$ cat config.mk
export PLATFORM = sky130hd
export DESIGN_NAME = rp_cs1_drive_flat
export DESIGN_NICKNAME = d
export VERILOG_FILES = /design/src/rtl/rp_cs1_drive_pkg.sv /design/src/rtl/rp_cs1_drive_if.sv /design/src/rtl/rp_cs1_drive_pos_timer.sv /design/src/rtl/rp_cs1_drive.sv /design/src/flat_wrapper.sv
export SDC_FILE = /design/constraint.sdc
export NUM_CORES = 1
export LEC_CHECK = 0
export CORE_UTILIZATION = 49
export CTS_CLUSTER_SIZE = 40
export DETAILED_ROUTE_END_ITERATION = 8
export GPL_ROUTABILITY_DRIVEN = 0
export HOLD_SLACK_MARGIN = 0.06
export PLACE_DENSITY = 0.85
export SLEW_MARGIN = 30
export SYNTH_ARGS = -nofsm -noshare
export SYNTH_HDL_FRONTEND = slang
export SYNTH_SLANG_ARGS = --single-unit
$ cat constraint.sdc
create_clock -name clk -period 5.2 [get_ports clk]
set_input_delay 0.78 -clock clk [delete_from_list [all_inputs] [get_ports clk]]
set_output_delay 0.78 -clock clk [all_outputs]
set_load 0.005 [all_outputs]
$ cat src/rtl/rp_cs1_drive_pkg.sv
// Shared definitions for the RP drive-side CS1 register and its function sequencer:
// function codes, sequencer states, command grouping and CS1 field extraction.
package rp_cs1_drive_pkg;

    localparam logic [4:0] FUN_NOP     = 5'o00;
    localparam logic [4:0] FUN_UNLOAD  = 5'o01;
    localparam logic [4:0] FUN_SEEK    = 5'o02;
    localparam logic [4:0] FUN_RECAL   = 5'o03;
    localparam logic [4:0] FUN_DRVCLR  = 5'o04;
    localparam logic [4:0] FUN_RELEASE = 5'o05;
    localparam logic [4:0] FUN_OFFSET  = 5'o06;
    localparam logic [4:0] FUN_RTC     = 5'o07;
    localparam logic [4:0] FUN_PRESET  = 5'o10;
    localparam logic [4:0] FUN_PACKACK = 5'o11;
    localparam logic [4:0] FUN_SEARCH  = 5'o14;
    localparam logic [4:0] FUN_WRCHK   = 5'o24;
    localparam logic [4:0] FUN_WRCHKH  = 5'o25;
    localparam logic [4:0] FUN_WRITE   = 5'o30;
    localparam logic [4:0] FUN_WRHDR   = 5'o31;
    localparam logic [4:0] FUN_READ    = 5'o34;
    localparam logic [4:0] FUN_RDHDR   = 5'o35;

    typedef enum logic [2:0] {
        ST_IDLE,
        ST_DECODE,
        ST_POSN,
        ST_XFER,
        ST_DONE
    } state_t;

    typedef enum logic [2:0] {
        GRP_IMM,
        GRP_POS,
        GRP_RECAL,
        GRP_XFER,
        GRP_ILL
    } fun_grp_t;

    function automatic fun_grp_t fun_group(input logic [4:0] fun);
        case (fun)
            FUN_NOP, FUN_DRVCLR, FUN_RELEASE, FUN_PRESET, FUN_PACKACK:
                return GRP_IMM;
            FUN_UNLOAD, FUN_SEEK, FUN_OFFSET, FUN_RTC, FUN_SEARCH:
                return GRP_POS;
            FUN_RECAL:
                return GRP_RECAL;
            FUN_WRCHK, FUN_WRCHKH, FUN_WRITE, FUN_WRHDR, FUN_READ, FUN_RDHDR:
                return GRP_XFER;
            default:
                return GRP_ILL;
        endcase
    endfunction

    // CS1 sits in devDATAI[20:35]; devDATAI[35] is CS1 bit 0 (GO).
    function automatic logic [4:0] cs1_fun(input logic [0:35] d);
        return d[30:34];
    endfunction

    function automatic logic cs1_go(input logic [0:35] d);
        return d[35];
    endfunction

    function automatic int unsigned timer_width(input int unsigned a, input int unsigned b);
        int unsigned m;
        int unsigned w;
        m = (a > b) ? a : b;
        w = $clog2(m);
        return (w < 1) ? 1 : w;
    endfunction

endpackage

$ cat src/rtl/rp_cs1_drive_if.sv
// Massbus-side signals between the RH11 controller CS1 logic (master) and the RP drive (slave).
interface rp_cs1_drive_if;
    logic        devRESET;
    logic        rhCLR;
    logic        devLOBYTE;
    logic [0:35] devDATAI;
    logic        rpcs1WRITE;
    logic        rpATACLR;
    logic        rpXFRDONE;
    logic        rpXFRERR;
    logic        rpXFRREQ;
    logic        rpGO;
    logic [4:0]  rpFUN;
    logic        rpDVA;
    logic        rpATA;
    logic        rpERR;
    logic        rpILF;
    logic        rpRMR;

    modport master (
        output devRESET, rhCLR, devLOBYTE, devDATAI, rpcs1WRITE, rpATACLR,
               rpXFRDONE, rpXFRERR,
        input  rpXFRREQ, rpGO, rpFUN, rpDVA, rpATA, rpERR, rpILF, rpRMR
    );

    modport slave (
        input  devRESET, rhCLR, devLOBYTE, devDATAI, rpcs1WRITE, rpATACLR,
               rpXFRDONE, rpXFRERR,
        output rpXFRREQ, rpGO, rpFUN, rpDVA, rpATA, rpERR, rpILF, rpRMR
    );
endinterface

$ cat src/rtl/rp_cs1_drive_pos_timer.sv
// Loadable down-counter timing positioning commands; it holds at zero rather than wrapping.
module rp_pos_timer #(
    parameter int unsigned WIDTH = 10
) (
    input  logic             clk,
    input  logic             rst,
    input  logic             i_clr,
    input  logic             i_load,
    input  logic [WIDTH-1:0] i_load_val,
    input  logic             i_dec,
    output logic             o_done
);
    logic [WIDTH-1:0] r_count;

    always_ff @(posedge clk) begin
        if (!rst || i_clr) begin
            r_count <= '0;
        end else if (i_load) begin
            r_count <= i_load_val;
        end else if (i_dec && (r_count != '0)) begin
            r_count <= r_count - WIDTH'(1);
        end
    end

    assign o_done = (r_count == '0);
endmodule

$ cat src/rtl/rp_cs1_drive.sv
// RP drive-side CS1 register: latches FUN/GO from Massbus writes and sequences the command
// through decode, positioning timeout or transfer hand-off, then drops GO.
module rp_cs1_drive
    import rp_cs1_drive_pkg::*;
#(
    parameter int unsigned POS_CYCLES   = 1000,
    parameter int unsigned RECAL_CYCLES = 4000
) (
    input logic           clk,
    input logic           rst,
    rp_cs1_drive_if.slave bus
);
    localparam int unsigned    TW         = timer_width(POS_CYCLES, RECAL_CYCLES);
    localparam logic [TW-1:0]  POS_LOAD   = TW'(POS_CYCLES - 1);
    localparam logic [TW-1:0]  RECAL_LOAD = TW'(RECAL_CYCLES - 1);

    state_t      r_state;
    logic        r_go;
    logic [4:0]  r_fun;
    logic        r_ata;
    logic        r_ilf;
    logic        r_rmr;
    logic        r_xfe;
    logic        r_xfrreq;

    fun_grp_t    w_grp;
    logic        w_clr;
    logic        w_wr;
    logic        w_tmr_load;
    logic [TW-1:0] w_tmr_val;
    logic        w_tmr_done;

    assign w_grp      = fun_group(r_fun);
    assign w_clr      = bus.devRESET | bus.rhCLR;
    assign w_wr       = bus.rpcs1WRITE & bus.devLOBYTE;
    assign w_tmr_load = (r_state == ST_DECODE) && ((w_grp == GRP_POS) || (w_grp == GRP_RECAL));
    assign w_tmr_val  = (w_grp == GRP_RECAL) ? RECAL_LOAD : POS_LOAD;

    rp_pos_timer #(.WIDTH(TW)) u_timer (
        .clk        (clk),
        .rst        (rst),
        .i_clr      (w_clr),
        .i_load     (w_tmr_load),
        .i_load_val (w_tmr_val),
        .i_dec      (r_state == ST_POSN),
        .o_done     (w_tmr_done)
    );

    always_ff @(posedge clk) begin
        if (!rst || w_clr) begin
            r_state  <= ST_IDLE;
            r_go     <= 1'b0;
            r_fun    <= '0;
            r_ata    <= 1'b0;
            r_ilf    <= 1'b0;
            r_rmr    <= 1'b0;
            r_xfe    <= 1'b0;
            r_xfrreq <= 1'b0;
        end else begin
            if (bus.rpATACLR) r_ata <= 1'b0;
            if (w_wr) begin
                if (r_go) begin
                    r_rmr <= 1'b1;
                end else begin
                    r_fun <= cs1_fun(bus.devDATAI);
                    r_go  <= cs1_go(bus.devDATAI);
                end
            end
            // ATA sets below come after the ATACLR above so that a set wins a same-edge clear.
            case (r_state)
                ST_IDLE: if (r_go) r_state <= ST_DECODE;
                ST_DECODE: begin
                    case (w_grp)
                        GRP_IMM: begin
                            r_state <= ST_DONE;
                            if (r_fun == FUN_DRVCLR) begin
                                r_ata <= 1'b0;
                                r_ilf <= 1'b0;
                                r_rmr <= 1'b0;
                                r_xfe <= 1'b0;
                            end
                        end
                        GRP_POS, GRP_RECAL: r_state <= ST_POSN;
                        GRP_XFER: begin
                            r_state  <= ST_XFER;
                            r_xfrreq <= 1'b1;
                        end
                        default: begin
                            r_state <= ST_DONE;
                            r_ilf   <= 1'b1;
                            r_ata   <= 1'b1;
                        end
                    endcase
                end
                ST_POSN: begin
                    if (w_tmr_done) begin
                        r_state <= ST_DONE;
                        r_ata   <= 1'b1;
                    end
                end
                ST_XFER: begin
                    if (bus.rpXFRDONE) begin
                        r_state  <= ST_DONE;
                        r_xfrreq <= 1'b0;
                        r_xfe    <= r_xfe | bus.rpXFRERR;
                        if (bus.rpXFRERR) r_ata <= 1'b1;
                    end
                end
                ST_DONE: begin
                    r_go    <= 1'b0;
                    r_state <= ST_IDLE;
                end
                default: r_state <= ST_IDLE;
            endcase
        end
    end

    assign bus.rpXFRREQ = r_xfrreq;
    assign bus.rpGO     = r_go;
    assign bus.rpFUN    = r_fun;
    assign bus.rpDVA    = 1'b1;
    assign bus.rpATA    = r_ata;
    assign bus.rpERR    = r_ilf | r_rmr | r_xfe;
    assign bus.rpILF    = r_ilf;
    assign bus.rpRMR    = r_rmr;
endmodule
$ cat src/flat_wrapper.sv
// flat-port wrapper written by rule: the top's interface ports become plain ports
module rp_cs1_drive_flat import rp_cs1_drive_pkg::*;
#(
    parameter int unsigned POS_CYCLES   = 1000,
    parameter int unsigned RECAL_CYCLES = 4000
)
  (clk, rst, bus_devRESET, bus_rhCLR, bus_devLOBYTE, bus_devDATAI, bus_rpcs1WRITE, bus_rpATACLR, bus_rpXFRDONE, bus_rpXFRERR, bus_rpXFRREQ, bus_rpGO, bus_rpFUN, bus_rpDVA, bus_rpATA, bus_rpERR, bus_rpILF, bus_rpRMR);
  rp_cs1_drive_if bus_i ();
  input logic clk;
  input logic rst;
  input wire logic [$bits(bus_i.devRESET)-1:0] bus_devRESET;
  input wire logic [$bits(bus_i.rhCLR)-1:0] bus_rhCLR;
  input wire logic [$bits(bus_i.devLOBYTE)-1:0] bus_devLOBYTE;
  input wire logic [$bits(bus_i.devDATAI)-1:0] bus_devDATAI;
  input wire logic [$bits(bus_i.rpcs1WRITE)-1:0] bus_rpcs1WRITE;
  input wire logic [$bits(bus_i.rpATACLR)-1:0] bus_rpATACLR;
  input wire logic [$bits(bus_i.rpXFRDONE)-1:0] bus_rpXFRDONE;
  input wire logic [$bits(bus_i.rpXFRERR)-1:0] bus_rpXFRERR;
  output wire logic [$bits(bus_i.rpXFRREQ)-1:0] bus_rpXFRREQ;
  output wire logic [$bits(bus_i.rpGO)-1:0] bus_rpGO;
  output wire logic [$bits(bus_i.rpFUN)-1:0] bus_rpFUN;
  output wire logic [$bits(bus_i.rpDVA)-1:0] bus_rpDVA;
  output wire logic [$bits(bus_i.rpATA)-1:0] bus_rpATA;
  output wire logic [$bits(bus_i.rpERR)-1:0] bus_rpERR;
  output wire logic [$bits(bus_i.rpILF)-1:0] bus_rpILF;
  output wire logic [$bits(bus_i.rpRMR)-1:0] bus_rpRMR;
  assign bus_i.devRESET = bus_devRESET;
  assign bus_i.rhCLR = bus_rhCLR;
  assign bus_i.devLOBYTE = bus_devLOBYTE;
  assign bus_i.devDATAI = bus_devDATAI;
  assign bus_i.rpcs1WRITE = bus_rpcs1WRITE;
  assign bus_i.rpATACLR = bus_rpATACLR;
  assign bus_i.rpXFRDONE = bus_rpXFRDONE;
  assign bus_i.rpXFRERR = bus_rpXFRERR;
  assign bus_rpXFRREQ = bus_i.rpXFRREQ;
  assign bus_rpGO = bus_i.rpGO;
  assign bus_rpFUN = bus_i.rpFUN;
  assign bus_rpDVA = bus_i.rpDVA;
  assign bus_rpATA = bus_i.rpATA;
  assign bus_rpERR = bus_i.rpERR;
  assign bus_rpILF = bus_i.rpILF;
  assign bus_rpRMR = bus_i.rpRMR;
  rp_cs1_drive #(.POS_CYCLES(POS_CYCLES), .RECAL_CYCLES(RECAL_CYCLES)) u_core (.clk(clk), .rst(rst), .bus(bus_i));
endmodule
==> results.py <==
metrics = {
    "power": {
        "power.leakage_nw": 0.700,
        "ir_drop_mv": 0.114,
        "powerDensity_nw_per_um2": 197,
        "p_total_uw": 391,
    },
    "global_routing": {
        "grt_usage_pct": 22.5,
        "antenna_found_initial": 0,
        "grt_overflow_total": 0,
        "grt_pass1_wl_microns": 6090,
        "grt_pass1_vias": 1380,
        "grt_max_degree": 17,
    },
    "setup_path": {
        "cp.required_ns": 5.44,
        "cp_top_family": "simple AND/OR/NAND/NOR gates",
        "arrival_ns": 2.97,
        "path_max_fanout": 14,
        "startpoint_type": "primary input",
        "crit_slowest_cell": "or3b_1",
        "crit_chain": "clkdlybuf4s50_1, or3b_1, nor2_1, inv_1, ha_1, o32a_1, o21ai_0",
        "worstSetupPathType": "in2reg",
        "endpoint_kind": "register",
        "crit_buf_inv": 2,
        "critPathLaunch": "bus_rhCLR",
        "cpPeakStageDelay_ns": 0.69,
        "rr_startpoint": "u_core.bus.rpGO",
    },
    "sta": {
        "relSlewSlack_pct": 55.8,
        "tightest_slew_ns": 0.661,
        "period_needed_ns": 2.73,
        "slew_violations": 0,
        "rsz0062_at_grt": "no",
        "fin_skew_ns": 0.00923,
        "hold_viol": 0,
        "fmax_mhz": 367,
        "fin_ws_ns": 2.47,
        "setup_viol": 0,
        "finalSetupTns_ns": 0,
        "finalCritPeriodShare_pct": 52.5,
    },
    "logic_synthesis": {
        "synth_area_per_cell_sq_um": 8.25,
        "ys_types": 50,
        "async_reset_ff_share_pct": 0,
        "synth_cells": 203,
        "syn-num-nets": 252,
        "netlist_area_sq_um": 1670,
        "yosysSeqAreaShare_pct": 34.7,
        "ys_dominant_reg_cell": "dfxtp_1",
        "synth-seq-cells": 29,
        "ys_warn_count": 0,
        "synth_edf_count": 0,
    },
    "cts": {
        "cts.htree.levels": 2,
        "ctsResizeCount": 0,
        "cts_root_buffer": "clkbuf_4",
        "cts_buffer_depth": 2,
        "cts.clk_slew.worst_paths_ns": 0.09,
        "cts.sinks": 29,
        "cts_inserted_buffers": 5,
        "clk_latency_ns": 0.32,
        "ctsHoldBuffers": 0,
        "cts_tree": "built",
        "post_cts_buffers": 0,
    },
    "finish": {
        "antennaDiodeCount": 0,
        "area_delta_synth_final_pct": 18.8,
        "nFillCells": 285,
        "drive_gt1_share_pct": 7.08,
        "instances_no_fill": 270,
        "nets": 275,
    },
    "die": {
        "die_height_microns": 60.5,
        "io_pins": 57,
        "core_area_sq_um": 3150,
        "rows": 20,
        "die-area_sq_um": 3650,
        "start_util_pct": 53.1,
        "fp.dieW_microns": 60.5,
    },
    "flow_run": {
        "max-cap-violations": 0,
    },
    "drt": {
        "wire_per_inst_microns": 13.6,
        "vias_per_cell": 5.79,
        "vias": 1564,
        "routed_wl_microns": 3670,
        "first_pass_iters": 4,
        "final_antenna_net_count": 0,
        "drc": 0,
        "drt_iter0_drc": 136,
    },
    "placement": {
        "port_buffers": 25,
        "dp_slack_ns": 2.16,
        "dp_hpwl_microns": 2740,
        "place_inst": 263,
    },
    "run_status": {
        "status": "completed",
    },
    "hold_path": {
        "worstHoldStart": "u_core.u_timer.r_count[11]",
        "worstHoldPathType": "reg2reg",
    },
}
-- cells in the mapped netlist, types with 2 or more instances --
cell type	number	area share, %
clkbuf_1	7	1.6
o211ai_1	2	0.90
nand4_1	3	1.1
o21ai_0	9	2.7
nor3_1	10	3.0
ha_1	4	3.0
a211oi_1	4	1.8
nor2_1	20	4.5
xnor2_1	2	1.0
inv_1	10	2.2
nand4b_1	2	1.0
nand2b_1	3	1.1
xor2_1	3	1.6
or3_1	2	0.75
a31oi_1	3	1.1
and3_1	2	0.75
mux2i_1	2	1.2
o21ai_2	2	1.0
nand3b_1	2	0.90
nand2_1	19	4.3
mux2_4	2	1.8
nor4bb_1	8	4.8
dfxtp_1	29	35
a41oi_1	2	1.0
nor4_1	2	0.75
a21oi_1	19	5.7
nand3_1	6	1.8
o31ai_1	2	0.90
-- kinds of logic (layout without fill, tap and decap cells) --
logic type / count (synthesis) / count (layout) / share of synthesized area [%]
mux: 6 / 6 / 5.01
compound gates: 52 / 52 / 19.7
flops: 29 / 29 / 34.7
buf+inv: 19 / 42 / 4.93
xor+xnor: 5 / 5 / 2.62
fa+ha+maj: 4 / 4 / 2.99
other cells: 1 / 1 / 0.224
simple gates: 87 / 87 / 29.8
-- final cells by class --
type | count | area [sq um] | share of cell area [%]
Clock buffer | 7 | 55.1 | 2.77
Tap cell | 44 | 55.1 | 2.77
Multi-Input combinational cell | 155 | 1010 | 50.8
Inverter | 10 | 37.5 | 1.89
Timing Repair Buffer | 25 | 250 | 12.6
Sequential cell | 29 | 581 | 29.2
-- metrics by stage --
step	utilization (%)	area [sq um]	hold WS [ns]
finish	63.1	1990	0.481
global route	63.1	1990	0.504
CTS	63.1	1990	0.486
detailed placement	61.3	1930	0.469
global placement	61.3	1930	0.461
floorplan	-	1670	0.434
-- cell usage in the layout, fill, tap and decap left out, types with 6 or more instances in the layout --
master / netlist / final
a21oi_1: 19 / 19
clkdlybuf4s50_1: 0 / 25
dfxtp_1: 29 / 29
inv_1: 10 / 10
nand2_1: 19 / 19
nand3_1: 6 / 6
nor2_1: 20 / 20
nor3_1: 10 / 10
nor4bb_1: 8 / 8
o21ai_0: 9 / 9
-- state kept, by name, indices dropped and copies added, names as in the netlist --
name,count
u_core.bus.rpATA,1
u_core.bus.rpFUN,5
u_core.w_grp,3
u_core.bus.rpGO,1
u_core.bus.rpRMR,1
u_core.u_timer.r_count,12
u_core.bus.rpXFRREQ,1
u_core.r_xfe,1
u_core.bus.rpILF,1
u_core.r_state,3
-- worst reg2reg max path, cell delays in order (launching register included) --
cell and delay, ns:
dfxtp_1 0.37, and3b_1 0.51, mux2i_4 0.39, inv_1 0.12, or4_4 0.43, o21ai_2 0.06, nor3_1 0.05
-- path summary, 6_finish.rpt --
path | to | cells past startpoint | slack, ns
hold / removal | u_core.u_timer.r_count[11] | 1 | 0.48
setup / recovery | u_core.w_grp[2] | 7 | 2.47
setup reg to reg | u_core.w_grp[0] | 6 | 3.17
hold reg to reg | u_core.u_timer.r_count[11] | 1 | 0.48
-- report_power, final --
| group | switching, mW | internal (mW) |
|---|---|---|
| combinational | 0.0126 | 0.0168 |
| clock | 0.0736 | 0.0637 |
| sequential | 0.00148 | 0.223 |
| total | 0.0877 | 0.303 |
-- per-layer routing --
metal	routed length (microns)	GRT usage (%)
met1	1740	27.6
met2	1740	37.4
met3	142	6.40
met4	55	8.77
met5	0	0
No activity file was read; power rests on OpenSTA's default activity.
==> patch 1, RTL diff (same flow settings) <==
`POS_CYCLES` is set to 1000 in 2 places; all go to 2000.
--- a/src/rtl/rp_cs1_drive.sv
+++ b/src/rtl/rp_cs1_drive.sv
@@ -3,7 +3,7 @@
 module rp_cs1_drive
     import rp_cs1_drive_pkg::*;
 #(
-    parameter int unsigned POS_CYCLES   = 1000,
+    parameter int unsigned POS_CYCLES   = 2000,
     parameter int unsigned RECAL_CYCLES = 4000
 ) (
     input logic           clk,
--- a/src/flat_wrapper.sv
+++ b/src/flat_wrapper.sv
@@ -1,7 +1,7 @@
 // flat-port wrapper written by rule: the top's interface ports become plain ports
 module rp_cs1_drive_flat import rp_cs1_drive_pkg::*;
 #(
-    parameter int unsigned POS_CYCLES   = 1000,
+    parameter int unsigned POS_CYCLES   = 2000,
     parameter int unsigned RECAL_CYCLES = 4000
 )
   (clk, rst, bus_devRESET, bus_rhCLR, bus_devLOBYTE, bus_devDATAI, bus_rpcs1WRITE, bus_rpATACLR, bus_rpXFRDONE, bus_rpXFRERR, bus_rpXFRREQ, bus_rpGO, bus_rpFUN, bus_rpDVA, bus_rpATA, bus_rpERR, bus_rpILF, bus_rpRMR);
Behaviour: same outputs for any inputs over 10 cycles, from zero or initial values; that may be too few to reach the edited logic, so the function may still have changed.
==> patch 1 against the original RTL <==
- total power grew 0.19%
- critical path type unchanged
- critical path depth is the same
- area after synthesis shrank 1.4%
- clock skew is essentially flat
- routed wire length shrank 5.2%
- critical endpoint unchanged
- global-route usage shrank 0.87 points
- sequential cell count is the same
- final area shrank 0.75%
- hold slack lost 0.0031 ns
- worst setup slack lost 0.0021 ns
- first-iteration DRC count shrank 33%
==> patch 1: results <==
[global_route]
grt_pass1_vias = 1298
grt_max_degree = 18
grt_pass1_wl_mm = 5.70
grt_usage = 0.216

[layout]
fillers = 283
drive_gt1_frac = 0.0896
sh_seq_area = 0.294
multi_input_cells = 140
layout.nonclk_buf_frac = 0.127
n_all_inverters = 11
design_area_um2 = 1970
multiInputGateArea_um2 = 992

[power_and_ir_drop]
p_sw_uw = 88.1
peakVddDrop_mv = 0.105
leakage_uw = 0.000730
internal-power_uw = 304

[timing]
fin_hold_ws_ns = 0.478
skew_ns = 0.00874
timing.slew.headroom = 0.597

[critical_path]
cpMaxStageDelayCell = or3b_2
r2r-start = u_core.r_state[1]
rr_worst_depth = 5
crit_path_max_incr_delay_ns = 0.67
path_max_fanout = 17
rrSetupSlack_ns = 3.12
cp-startpoint = rst
crit_arrival_ns = 2.98

[status]
status = finished, final reports clean

[synth]
yosys-top-cells-count = dfxtp_1, a21oi_1, nor2_1, inv_1
syn_nets = 237
avgSynthCellArea_um2 = 8.78
yosysSeqAreaShare = 0.352
ys_top_cells_by_area = dfxtp_1, a21oi_1, nor2_1
netlist_instances = 188
ys_types = 56

[place]
place_area_um2 = 1910
place_ws_ns = 2.12

[detailed_routing]
dr_total_vias = 1470
drt_iter0_drc = 91

[min_path]
whs_endpoint = u_core.r_xfe
min-delay-start = u_core.r_xfe
-- patch 1: worst max path at each step --
stage | endpoint | slack, ns
6_report | u_core.w_grp[2] | 2.47
5_1_grt | u_core.w_grp[2] | 2.34
3_5_place_dp | u_core.w_grp[2] | 2.12
4_1_cts | u_core.w_grp[2] | 2.47
2_1_floorplan | u_core.w_grp[2] | 2.96
3_3_place_gp | u_core.w_grp[2] | 2.15
-- patch 1: cell families (layout without fill, tap and decap cells) --
| group | after synthesis | in the layout | share of synthesized area |
|---|---|---|---|
| simple gates | 73 | 73 | 0.286 |
| compound gates | 47 | 47 | 0.178 |
| flops | 29 | 29 | 0.352 |
| buf+inv | 19 | 43 | 0.0516 |
| mux | 8 | 8 | 0.0629 |
| xor+xnor | 7 | 7 | 0.0372 |
| fa+ha+maj | 4 | 4 | 0.0303 |
| other cells | 1 | 1 | 0.00227 |
-- patch 1: per-layer routing --
metal	global-route usage	wire length [um]
met1	0.272	1640
met2	0.348	1680
met3	0.0455	91
met4	0.110	72
met5	0	0
==> patch 2, RTL diff (same settings) <==
Without the edit above. The 5 states of `state_t` get a one-hot encoding in 5 bits.
--- a/src/rtl/rp_cs1_drive_pkg.sv
+++ b/src/rtl/rp_cs1_drive_pkg.sv
@@ -20,12 +20,12 @@
     localparam logic [4:0] FUN_READ    = 5'o34;
     localparam logic [4:0] FUN_RDHDR   = 5'o35;
 
-    typedef enum logic [2:0] {
-        ST_IDLE,
-        ST_DECODE,
-        ST_POSN,
-        ST_XFER,
-        ST_DONE
+    typedef enum logic [4:0] {
+        ST_IDLE   = 5'b00001,
+        ST_DECODE = 5'b00010,
+        ST_POSN   = 5'b00100,
+        ST_XFER   = 5'b01000,
+        ST_DONE   = 5'b10000
     } state_t;
 
     typedef enum logic [2:0] {
Check against the original RTL: same outputs for any inputs over 10 cycles, from zero or initial values; not proved beyond that.
==> patch 2 against the original RTL <==
- total power rose by 8.8%
- first-iteration DRC count rose by 48%
- global-route usage barely moved
- combinational power fell by 14%
- register-to-register slack got worse by 0.08 ns
- routed wire length rose by 2.6%
- sequential power rose by 7%
- final area rose by 2.1%
- area after synthesis rose by 4.6%
- worst setup slack improved by 0.079 ns
- sequential cell count rose by 2
- critical path type unchanged
- largest cell class unchanged
==> patch 2: results <==
[place]
io_buffer_count = 25
dp_hpwl_mm = 2.74

[detailed_routing]
wl_met2_mm = 1.78
wl_met3_um = 171
dr_total_vias = 1604
wl_met1_mm = 1.71
drt_iter0_drc = 201
drt-wirelength-per-cell_um = 13.8

[synth]
synthMuxAreaShare = 0.0286
ys_top_cells_by_area = dfxtp_1, nor2_1, a21oi_1
synthXorXnorAreaFrac = 0.0300
synthAdderAreaFrac = 0.0286
ys_dominant_reg_cell = dfxtp_1
netlist_instances = 206
ys_types = 57
synth_compound_area_frac = 0.198
syn_nets = 255
yosysSeqAreaShare = 0.354
yosys-top-cells-count = dfxtp_1, nor2_1, a21oi_1, nand2_1, nor3_1

[timing]
skew_ns = 0.0126
fin_hold_ws_ns = 0.500
worst_slew_pin_slew_ns = 0.569

[clock_tree]
cts.repair.resized = 0
clk_latency_ns = 0.34
clk_pin_slew_ns = 0.09

[global_route]
met1_usage = 0.274
grt_max_degree = 30
grt_pass1_wl_mm = 6.30
grt_pass1_vias = 1427
gr-usage-met2 = 0.367
grt_usage = 0.225
met3_usage = 0.0538

[layout]
drive_gt1_frac = 0.0789
num-nets-final = 276
layout.cells.non_filler = 274

[power_and_ir_drop]
peakVddDrop_mv = 0.0884
leakage_uw = 0.000726
powerDensity_nw_per_um2 = 209
powerComb_uw = 25.3
pwr.group.clock_uw = 160
power.share.switching = 0.219

[critical_path]
crit_arrival_ns = 2.87
cp-startpoint = bus_rhCLR
cpMaxStageDelayCell = clkdlybuf4s50_1
path_max_fanout = 29
rr_worst_depth = 8
crit_path_max_incr_delay_ns = 0.39
rrSetupSlack_ns = 3.09

[status]
status = finished, final reports clean

[min_path]
min-delay-start = u_core.bus.rpXFRREQ
holdPathStages = 2
whs_endpoint = u_core.bus.rpXFRREQ
[patch 2: cell types whose count changed after synthesis, sizes merged, moves of 4 or more]
cell / change
clkbuf: -4
nand2: -7
nor4bb: -8
nor2: +4
nor3b: +4
a21oi: -4
buf: +6
[patch 2: kinds of logic (layout without fill, tap and decap cells)]
group / count (synthesis) / after routing
simple gates: 89 / 89
compound gates: 52 / 52
flops: 31 / 31
buf+inv: 18 / 40
xor+xnor: 6 / 6
mux: 5 / 5
fa+ha+maj: 4 / 4
other cells: 1 / 1
[patch 2: through the flow]
stage          worst slack, ns  utilization  cell area (um^2)
4_1_cts                   2.24        0.598              2030
2_1_floorplan             3.00            -              1750
5_1_grt                   2.37        0.599              2030
6_report                  2.55        0.599              2030
3_3_place_gp              1.94        0.578              1960
3_5_place_dp              1.90        0.578              1960
[patch 2: cell type report]
cell class,count,area (um^2)
Sequential cell,31,621
Tap cell,46,57.6
Clock buffer,8,68.8
Fill cell,286,1360
Inverter,7,26.3
Multi-Input combinational cell,157,1010
Timing Repair Buffer,25,250
